**src/rtl/uart_tx_fifo.sv**
```systemverilog
// uart_tx_fifo: byte FIFO between the Core's TX byte strobe and a UART
// transmitter. Bytes from the Core are absorbed into a circular buffer.
// A small launch FSM drains the buffer one byte at a time. For each byte it
// pulses Tx_DV_out, then waits for Tx_Done_in, then spends one guard cycle
// before it launches the next byte.
//
// Optional feature: define UART_TX_FIFO_WATCHDOG_EN to add a BUSY-state
// watchdog and the sticky Timeout_out port. When the watchdog is enabled and
// the transmitter has not answered after TIMEOUT_CYC cycles in BUSY, the
// popped byte is abandoned and the FSM moves on.
module uart_tx_fifo #(
    parameter int DEPTH       = 16,
    parameter int ADDR_W      = 4,
    parameter int TIMEOUT_CYC = 4096
) (
    input  logic              CLK,
    input  logic              RST,
    input  logic              In_DV_in,
    input  logic [7:0]        In_Byte_in,
    input  logic              Tx_Done_in,
    output logic              Tx_DV_out,
    output logic [7:0]        Tx_Byte_out,
    output logic              Full_out,
    output logic              Empty_out,
    output logic [ADDR_W:0]   Count_out,
    output logic              Overflow_out
`ifdef UART_TX_FIFO_WATCHDOG_EN
    ,
    output logic              Timeout_out
`endif
);

    // Reject configurations the pointer arithmetic cannot support.
    // Pointer wrap depends on DEPTH being exactly 2**ADDR_W.
    if (DEPTH < 2 || DEPTH != (1 << ADDR_W)) begin : g_bad_depth
        $error("uart_tx_fifo: DEPTH must be a power of two >= 2 equal to 2**ADDR_W");
    end
    if (TIMEOUT_CYC < 1) begin : g_bad_timeout
        $error("uart_tx_fifo: TIMEOUT_CYC must be at least 1");
    end

    typedef enum logic [1:0] {
        IDLE   = 2'd0,
        LAUNCH = 2'd1,
        BUSY   = 2'd2,
        GAP    = 2'd3
    } state_t;

    localparam logic [ADDR_W:0]   FULL_CNT = (ADDR_W + 1)'(DEPTH);
    localparam logic [ADDR_W:0]   CNT_ONE  = (ADDR_W + 1)'(1);
    localparam logic [ADDR_W-1:0] PTR_ONE  = ADDR_W'(1);

    state_t            state;
    state_t            state_next;
    logic [7:0]        mem [DEPTH];
    logic [ADDR_W-1:0] wr_ptr;
    logic [ADDR_W-1:0] rd_ptr;
    logic [ADDR_W:0]   count;
    logic [ADDR_W:0]   count_next;
    logic              pop;
    logic              push;
    logic              drop;

`ifdef UART_TX_FIFO_WATCHDOG_EN
    localparam int           WD_W   = (TIMEOUT_CYC > 2) ? $clog2(TIMEOUT_CYC) : 1;
    localparam logic [WD_W-1:0] WD_ONE = WD_W'(1);
    localparam logic [WD_W-1:0] WD_LAST = WD_W'(TIMEOUT_CYC - 1);

    logic [WD_W-1:0] wd_cnt;
    logic            wd_expire;
    logic            timeout_hit;

    // The counter reads TIMEOUT_CYC-1 during the TIMEOUT_CYC-th BUSY cycle.
    assign wd_expire = (wd_cnt == WD_LAST);
`endif

    // A full FIFO can still accept a byte when the head leaves at the same edge.
    assign push = In_DV_in && (!Full_out || pop);
    assign drop = In_DV_in && !push;

    assign Count_out = count;

    // Launch FSM next-state; the pop happens only on the IDLE->LAUNCH edge.
    always_comb begin
        state_next = state;
        pop        = 1'b0;
`ifdef UART_TX_FIFO_WATCHDOG_EN
        timeout_hit = 1'b0;
`endif
        case (state)
            IDLE: begin
                if (count != '0) begin
                    state_next = LAUNCH;
                    pop        = 1'b1;
                end
            end
            LAUNCH: begin
                state_next = BUSY;
            end
            BUSY: begin
                if (Tx_Done_in) begin
                    state_next = GAP;
                end
`ifdef UART_TX_FIFO_WATCHDOG_EN
                else if (wd_expire) begin
                    state_next  = GAP;
                    timeout_hit = 1'b1;
                end
`endif
            end
            GAP: begin
                state_next = IDLE;
            end
            default: begin
                state_next = IDLE;
            end
        endcase
    end

    // Occupancy after this edge's push/pop; a simultaneous push and pop cancel out.
    always_comb begin
        count_next = count;
        case ({push, pop})
            2'b10:   count_next = count + CNT_ONE;
            2'b01:   count_next = count - CNT_ONE;
            default: count_next = count;
        endcase
    end

    // FSM state register.
    always_ff @(posedge CLK) begin
        if (!RST) begin
            state <= IDLE;
        end else begin
            state <= state_next;
        end
    end

    // Pointers, occupancy and status flags, all registered from count_next.
    always_ff @(posedge CLK) begin
        if (!RST) begin
            wr_ptr       <= '0;
            rd_ptr       <= '0;
            count        <= '0;
            Full_out     <= 1'b0;
            Empty_out    <= 1'b1;
            Overflow_out <= 1'b0;
        end else begin
            if (push) begin
                wr_ptr <= wr_ptr + PTR_ONE;
            end
            if (pop) begin
                rd_ptr <= rd_ptr + PTR_ONE;
            end
            count     <= count_next;
            Full_out  <= (count_next == FULL_CNT);
            Empty_out <= (count_next == '0);
            if (drop) begin
                Overflow_out <= 1'b1;
            end
        end
    end

    // Storage array; holds data only, so it is never cleared.
    always_ff @(posedge CLK) begin
        if (push) begin
            mem[wr_ptr] <= In_Byte_in;
        end
    end

    // Transmitter interface: the strobe follows pop, and the byte is held until the next pop.
    always_ff @(posedge CLK) begin
        if (!RST) begin
            Tx_DV_out   <= 1'b0;
            Tx_Byte_out <= 8'h00;
        end else begin
            Tx_DV_out <= pop;
            if (pop) begin
                Tx_Byte_out <= mem[rd_ptr];
            end
        end
    end

`ifdef UART_TX_FIFO_WATCHDOG_EN
    // Watchdog: cleared on the way into BUSY, counts every BUSY cycle, and sets a sticky flag on expiry.
    always_ff @(posedge CLK) begin
        if (!RST) begin
            wd_cnt      <= '0;
            Timeout_out <= 1'b0;
        end else begin
            if (state == LAUNCH) begin
                wd_cnt <= '0;
            end else if (state == BUSY) begin
                wd_cnt <= wd_cnt + WD_ONE;
            end
            if (timeout_hit) begin
                Timeout_out <= 1'b1;
            end
        end
    end
`endif

endmodule

```
**config.mk**
```make
export PLATFORM = sky130hd
export DESIGN_NAME = uart_tx_fifo
export DESIGN_NICKNAME = d
export VERILOG_FILES = /design/src/rtl/uart_tx_fifo.sv
export SDC_FILE = /design/constraint.sdc
export NUM_CORES = 1
export LEC_CHECK = 0
export ABC_CLOCK_PERIOD_IN_PS = 7100
export CAP_MARGIN = 20
export CORE_ASPECT_RATIO = 0.75
export CORE_UTILIZATION = 30
export DETAILED_ROUTE_END_ITERATION = 7
export PLACE_DENSITY = 0.42
export SYNTH_ARGS = -nofsm -noshare
export SYNTH_HDL_FRONTEND = slang
export SYNTH_SLANG_ARGS = --single-unit
export TNS_END_PERCENT = 20
```
**constraint.sdc**
```tcl
create_clock -name CLK -period 7.1 [get_ports CLK]
set_input_delay 1.065 -clock CLK [delete_from_list [all_inputs] [get_ports CLK]]
set_output_delay 1.065 -clock CLK [all_outputs]
set_load 0.005 [all_outputs]
```
Yosys cells after proc, flatten, opt, wreduce, memory -nomap -nowiden
Memory sizes are Yosys's and may differ from the RTL's. A register that Yosys moved wholly into a read port is not among the register bits.
Cells that the tools add are included.

storage, ports and cells
  flip-flop bits (word level) = 19
  logic and storage cells = 39
  RAM bits = 128
  output and inout bits = 17
  memories kept = 1
  input port bits = 12

memory list
  memory  words  bits a word  rd ports  clocked after Yosys merged registers in  wr ports  RTL line  source
  mem     16     8            1         1                                        1         55        logic [7:0] mem [DEPTH];

cells by class
  equality and inequality tests = 8
  reductions and logical operators = 10
  add/subtract/negate cells = 4
  muxes and demuxes = 8

operators by type and width
  cell                 number
  $pmux 5 s2           1
  $add 4x1->4 const B  2
  $pmux 2 s4           1
  $eq 2x2->1 const B   3
  $add 5x1->5 const B  1
  $eq 5x5->1 const B   1
  $logic_not 5->1      1
  $reduce_bool 5->1    1
  $sub 5x1->5 const B  1
  $eq 2x1->1 const B   2
  $mux 1               4
  $mux 2               2
  $ne 2x2->1 const B   2
  $logic_not 1->1      3
  $logic_and 1x1->1    2
  $logic_not 2->1      1
  $reduce_and 2->1     1
  $logic_or 1x1->1     1

Logic depth before layout (Yosys ltp)
Gate-level depths: netlist of run 1.

  depth in word-level cells = 8
  mapped depth = 14
  mapped depth without buffers = 13

Worst setup path before layout of run 1
OpenSTA, ideal clock, no wires.

  path type = in2reg
  start = in In_DV_in
  end = reg Full_out
  required time = 6.982 ns
  path buffers = 1
  cell stages on the path = 11
  arrival time = 3.081 ns
  library setup time = 0.118 ns
  setup slack = 3.901 ns
  cells stage by stage = a21boi_2 inv_1 ha_1 buf_2 xor2_1 ha_1 a21o_1 a22oi_1 nor3_1 or3_1 o2111a_1

on the way
  word-level cells in the longest chain between the ends = 4
  elaborated cells on any way between the ends = 5
  classes of those cells = eq/ne: 3; mux: 1; reduce/logical: 1

RTL lines
  what                                             RTL line  source
  start, declared                                  18        input logic In_DV_in,
  $logic_and 1x1->1 *                              78        assign push = In_DV_in && (!Full_out || pop);
  $eq 2x1->1 / $eq 2x2->1 (equally long branches)  123       case ({push, pop})
  $pmux 5 s2 *                                     123
  $eq 5x5->1 *                                     156       Full_out <= (count_next == FULL_CNT);
  end signal, assigned                             156
  end, declared                                    23        output logic Full_out,

Mark *: on every way between the ends. The rest lies on a longest branch, timed or not.
A chain may end at the register's enable or synchronous reset.

Worst setup path after layout of run 1
Same ends and word-level chain as after synthesis.

==> impl_metrics.tcl, run 1 <==
set metrics [dict create \
    max_freq_mhz 281 \
    io_buffer_count 28 \
    syn_nets 383 \
    clk_pin_slew_ps 70 \
    grt_pass1_wl_um 21000 \
    die_h_um 127 \
    syn_to_final_growth_pct 18.7 \
    crit_fanout 11 \
    synth-seq-cells 155 \
    holdCritPathClass "reg2reg" \
    startpoint_type "primary input" \
    final_core_util 0.367 \
    num_antenna_cells 0 \
    wl_per_cell_um 20.3 \
    detail-route-antenna-nets 0 \
    grt_pass1_vias 3333 \
    critPathKind "in2reg" \
    period_needed_ps 3560 \
    worstMarginPinSlew_ps 1050 \
    die_w_um 169 \
    core_um2 20400 \
    cts_setup_buffers 0 \
    synth-edff-count 128 \
    place_inst 654 \
    dieArea_um2 21600 \
    cap_violations 0 \
    synth.top_cell.area_share 0.611 \
    cts_buffers 17 \
    grt.total_usage 0.139 \
    via_per_inst 4.66 \
    place_congestion 0.799 \
    cts_root_buffer "clkbuf_16" \
    cp-end-kind "flop" \
    drc 0 \
    drtIter0Drc 324 \
    setup_violations 0 \
    drive_above_1_share 0.187 \
    nets 416 \
    insertion_delay_ps 420 \
    ys_warn_count 0 \
    arrival_ps 3870 \
    min_period_over_period 0.501 \
    post_layout_nonfiller_instances 688 \
    synth_area_leaders "edfxtp_1 61%, mux4_2 9.3%, dfxtp_1 8.6%, mux4_1 2.5%, ha_1 2.2%" \
    powerDensity_nw_per_um2 359 \
    synth_top_flop_cell "edfxtp_1" \
    synth_cells 360 \
    start_util 0.309 \
    ctsResizeCount 0 \
    place_hpwl_um 9120 \
    rsz0062_at_grt "false" \
    vias 3206 \
    syn_area_per_cell_um2 17.5 \
    yosysTopAreaCell "edfxtp_1" \
    critical_path_required_ps 7420 \
    io_pins 29 \
    status "finished clean" \
    wl_um 13900 \
    ys_seq_area_frac 0.697 \
    num_rows 45 \
    final_hold_viol_count 0 \
    leakage_nw 2.42 \
    yosysUniqueCellTypes 49 \
    fillers 1905 \
    grt_max_degree 36 \
    first_pass_iters 5 \
    synthArstFlopShare 0 \
    cts_tree "done" \
    tns_ps 0 \
    antenna_found_initial 0 \
    ir_drop_v 0.000147 \
    fin_worst_skew_ps 8.22 \
    htreeDepth 4 \
    timing.slew.headroom 0.301 \
    ctsHoldBuffers 0 \
    slew_violations 0 \
    cts.sinks 155 \
    grt-ovfl-total 0 \
    synth_area_um2 6290 \
    clockBufferDepth 2 \
]
[per-stage QoR]
step / instance area, µm² / worst slack (ps) / power [mW] / hold WS [ps]
final: 7470 / 3540 / 2.68 / 482
after CTS: 7440 / 3580 / 2.70 / 487
after global routing: 7470 / 3380 / 2.81 / 506
after detailed placement: 6850 / 3140 / 1.78 / 471
after floorplan: 6290 / 3900 / 1.56 / 455
after global placement: 6850 / 3210 / 1.78 / 462
[metal layers]
| metal | share of wire | wire length [µm] | GRT usage |
|---|---|---|---|
| met5 | 0 | 0 | 0 |
| met4 | 0.016 | 218 | 0.0546 |
| met3 | 0.058 | 803 | 0.0304 |
| met2 | 0.43 | 6040 | 0.202 |
| met1 | 0.49 | 6880 | 0.202 |
[synthesized netlist by cell type (7+ instances only)]
cell,instances
edfxtp_1,128
dfxtp_1,27
mux4_2,26
nor2_1,18
a22oi_1,17
a21oi_1,12
ha_1,11
inv_1,9
nor2b_1,9
and2_1,8
mux2i_1,7
nand2_1,7
xnor2_1,7
[kinds of logic after synthesis]
logic type	after synthesis	share of synthesized area
flops	155	0.697
xor+xnor	9	0.0125
simple gates	63	0.0537
mux	39	0.129
compound gates	51	0.0598
fa+ha+maj	11	0.0219
buf+inv	32	0.0262
[worst max-delay path: stages]
cell	delay, ps
clkdlybuf4s50_1	520
a21boi_2	350
inv_1	130
ha_1	320
xor2_1	200
ha_1	240
a21o_1	190
a22oi_1	230
nor3_1	70
or3_1	400
o2111a_1	140
[report_power, final]
group / switching [mW] / total [mW] / internal [mW]
logic: 0.336 / 0.639 / 0.303
clock network: 0.387 / 0.921 / 0.535
registers: 0.0571 / 1.12 / 1.06
total: 0.780 / 2.68 / 1.90
[cells in the final DEF, fill, tap and decap left out, types with 7 or more instances in the layout]
cell type / Yosys / routed
mux4_2: 26 / 26
a21oi_1: 12 / 12
edfxtp_1: 128 / 128
dfxtp_1: 27 / 26
nor2_1: 18 / 18
inv_1: 9 / 9
clkdlybuf4s50_1: 0 / 28
mux2i_1: 7 / 7
nor2b_1: 9 / 9
a22oi_1: 17 / 17
clkbuf_16: 0 / 17
nand2_1: 7 / 7
xnor2_1: 7 / 7
and2_1: 8 / 8
ha_1: 11 / 11
[layout make-up]
| class | count | area, µm² | area share |
|---|---|---|---|
| clock inverter | 14 | 160 | 0.0214 |
| inverter | 10 | 37.5 | 0.00502 |
| multi-input combinational | 173 | 1740 | 0.233 |
| clock buffer | 18 | 439 | 0.0588 |
| sequential | 155 | 4390 | 0.587 |
| tap | 282 | 353 | 0.0472 |
| timing repair buffer | 36 | 352 | 0.0471 |
[registers in the layout, summed over array words and instances (netlist names)]
name          flops
rd_ptr            4
Empty_out         1
wr_ptr            4
Tx_DV_out         1
mem             128
Tx_Byte_out       8
Count_out         5
Overflow_out      1
state             2
Full_out          1
[path summary, 6_finish.rpt]
path / from / endpoint / slack [ps] / cells after the start
max: In_DV_in / Full_out / 3540 / 11
min: Tx_Byte_out[7] / Tx_Byte_out[7] / 480 / 1
max reg2reg: Count_out[0] / Full_out / 3690 / 12
min reg2reg: Tx_Byte_out[7] / Tx_Byte_out[7] / 480 / 1
Note: power is estimated with default switching activity, not from simulation.
==> inputs of run 2 (changes only) <==
ABC_CLOCK_PERIOD_IN_PS = 3350   (was 7100)
clock period = 3.35 ns   (was 7.1 ns; I/O delays follow)
==> run 2 against run 1 <==
Compared with the run above:
- sequential cell count unchanged
- clock power increased by 130%
- total power increased by 120%
- count of clock-buffer cells in the layout decreased by 1
- critical path depth unchanged
- largest cell class unchanged
- wire length decreased by 0.32%
- die area unchanged
- register-to-register slack got worse by 3300 ps
- core utilization increased by 1.1 points
- setup slack got worse by 3200 ps
- sequential share of layout area decreased by 1.7 points
==> impl_metrics.tcl, run 2 (synthesis gave the netlist of run 1 again) <==
set metrics [dict create \
    num_rows 45 \
    cts_tree "done" \
    period_needed_ps 2980 \
    max_freq_mhz 336 \
    rr_worst_depth 11 \
    cts_buffers 17 \
    place_congestion 0.760 \
    min_period_over_period 0.889 \
    dp_slack_ps 306 \
    critical_path.startpoint "Count_out[3]" \
    fillers 1917 \
    insertion_delay_ps 430 \
    ir_drop_v 0.000242 \
    r2r-start "Count_out[3]" \
    detail-route-antenna-nets 0 \
    crit-reg2reg-capture "Full_out" \
    wl_per_cell_um 19.6 \
    drc 0 \
    cts.sinks 155 \
    rsz0062_at_grt "false" \
    io_buffer_count 28 \
    grt_pass1_wl_um 21500 \
    grt_max_degree 36 \
    mostFrequentLayoutCells "128 x edfxtp_1, 28 x clkdlybuf4s50_1, 26 x dfxtp_1, 26 x mux4_2, 26 x buf_4" \
    wl_um 13900 \
    use_met3 0.0328 \
    tns_ps 0 \
    layout_commonest_cell "edfxtp_1" \
    gr-max-usage-layer "met1" \
    startpoint_type "flop" \
    ctsResizeCount 0 \
    num_antenna_cells 0 \
    io_pins 29 \
    via_per_inst 4.59 \
    place_hpwl_um 9400 \
    critPathKind "reg2reg" \
    setup_violations 0 \
    worstMarginPinSlew_ps 800 \
    start_util 0.309 \
    use_met1 0.208 \
    clockBufferDepth 2 \
    slew_violations 0 \
    critical_path_required_ps 3680 \
    grt_pass1_vias 3428 \
    core_um2 20400 \
    finalWorstSetupSlack_ps 373 \
    multi_input_area_um2 1740 \
    ctsHoldBuffers 0 \
    die_w_um 169 \
    grt.total_usage 0.142 \
    cap_violations 0 \
    largest_register_ffs 128 \
    clk_pin_slew_ps 70 \
    dieArea_um2 21600 \
    status "finished clean" \
    holdCritPathClass "reg2reg" \
    ff2ff_setup_slack_ps 370 \
    final_hold_viol_count 0 \
    antenna_found_initial 0 \
    cts_root_buffer "clkbuf_16" \
    first_pass_iters 7 \
    fin_worst_skew_ps 12.9 \
    seq_area_um2 4390 \
    post_dp_cell_area_um2 7040 \
    htreeDepth 4 \
    grt_util_met2 0.203 \
    cp-end-kind "flop" \
    final_area_um2 7690 \
    top_register "mem" \
    timing.slew.headroom 0.466 \
    crit_path_end "Full_out" \
    arrival_ps 3300 \
    leakage_nw 2.57 \
    drive_above_1_share 0.223 \
    nets 436 \
    die_h_um 127 \
    powerDensity_nw_per_um2 765 \
    drtIter0Drc 173 \
    cts_setup_buffers 0 \
    crit_fanout 12 \
    vias 3247 \
    syn_to_final_growth_pct 22.3 \
    grt-ovfl-total 0 \
]
[run 2: area by class of cell]
type,count,share of cell area
clock buffer,17,0.0553
multi-input combinational,173,0.227
timing repair buffer,56,0.0670
sequential,155,0.570
tap,282,0.0459
clock inverter,15,0.0304
inverter,10,0.00488
[run 2: per-layer routing]
metal  vias up  wire length (µm)
met5         -                 0
met4         0                92
met3         9               596
met2        59              6070
met1      1653              7130
li1       1526                 -
[run 2: power breakdown]
part / total (mW) / internal, mW / switching [mW]
sequential: 2.36 / 2.25 / 0.115
clock: 2.15 / 1.34 / 0.811
combinational: 1.37 / 0.676 / 0.695
[run 2: metrics by stage]
| stage | hold slack [ps] | util | std cells | total power, mW |
|---|---|---|---|---|
| floorplan | 455 | - | 360 | 3.31 |
| global placement | 464 | 0.345 | 676 | 3.79 |
| detailed placement | 475 | 0.345 | 676 | 3.80 |
| CTS | 493 | 0.378 | 708 | 5.95 |
| global route | 513 | 0.378 | 708 | 6.19 |
| finish | 485 | 0.378 | 708 | 5.88 |
[run 2: worst max-delay path, cell delays in order (launching register included)]
cell and delay [ps]:
dfxtp_1 400, nor3_2 290, a21bo_2 370, inv_2 150, ha_1 250, xor2_1 160, ha_1 240, a21o_1 190
a22oi_1 210, nor3_1 80, or3_1 400, o2111a_1 130
[run 2: worst min path at each step]
stage | startpoint | endpoint | slack [ps] | cells after the start
final | Tx_Byte_out[0] | Tx_Byte_out[0] | 480 | 1
after global routing | state[0] | state[0] | 510 | 2
after CTS | Tx_Byte_out[1] | Tx_Byte_out[1] | 490 | 1
after detailed placement | Overflow_out | Overflow_out | 470 | 2
after global placement | Tx_Byte_out[0] | Tx_Byte_out[0] | 460 | 1
after floorplan | state[0] | state[0] | 460 | 2
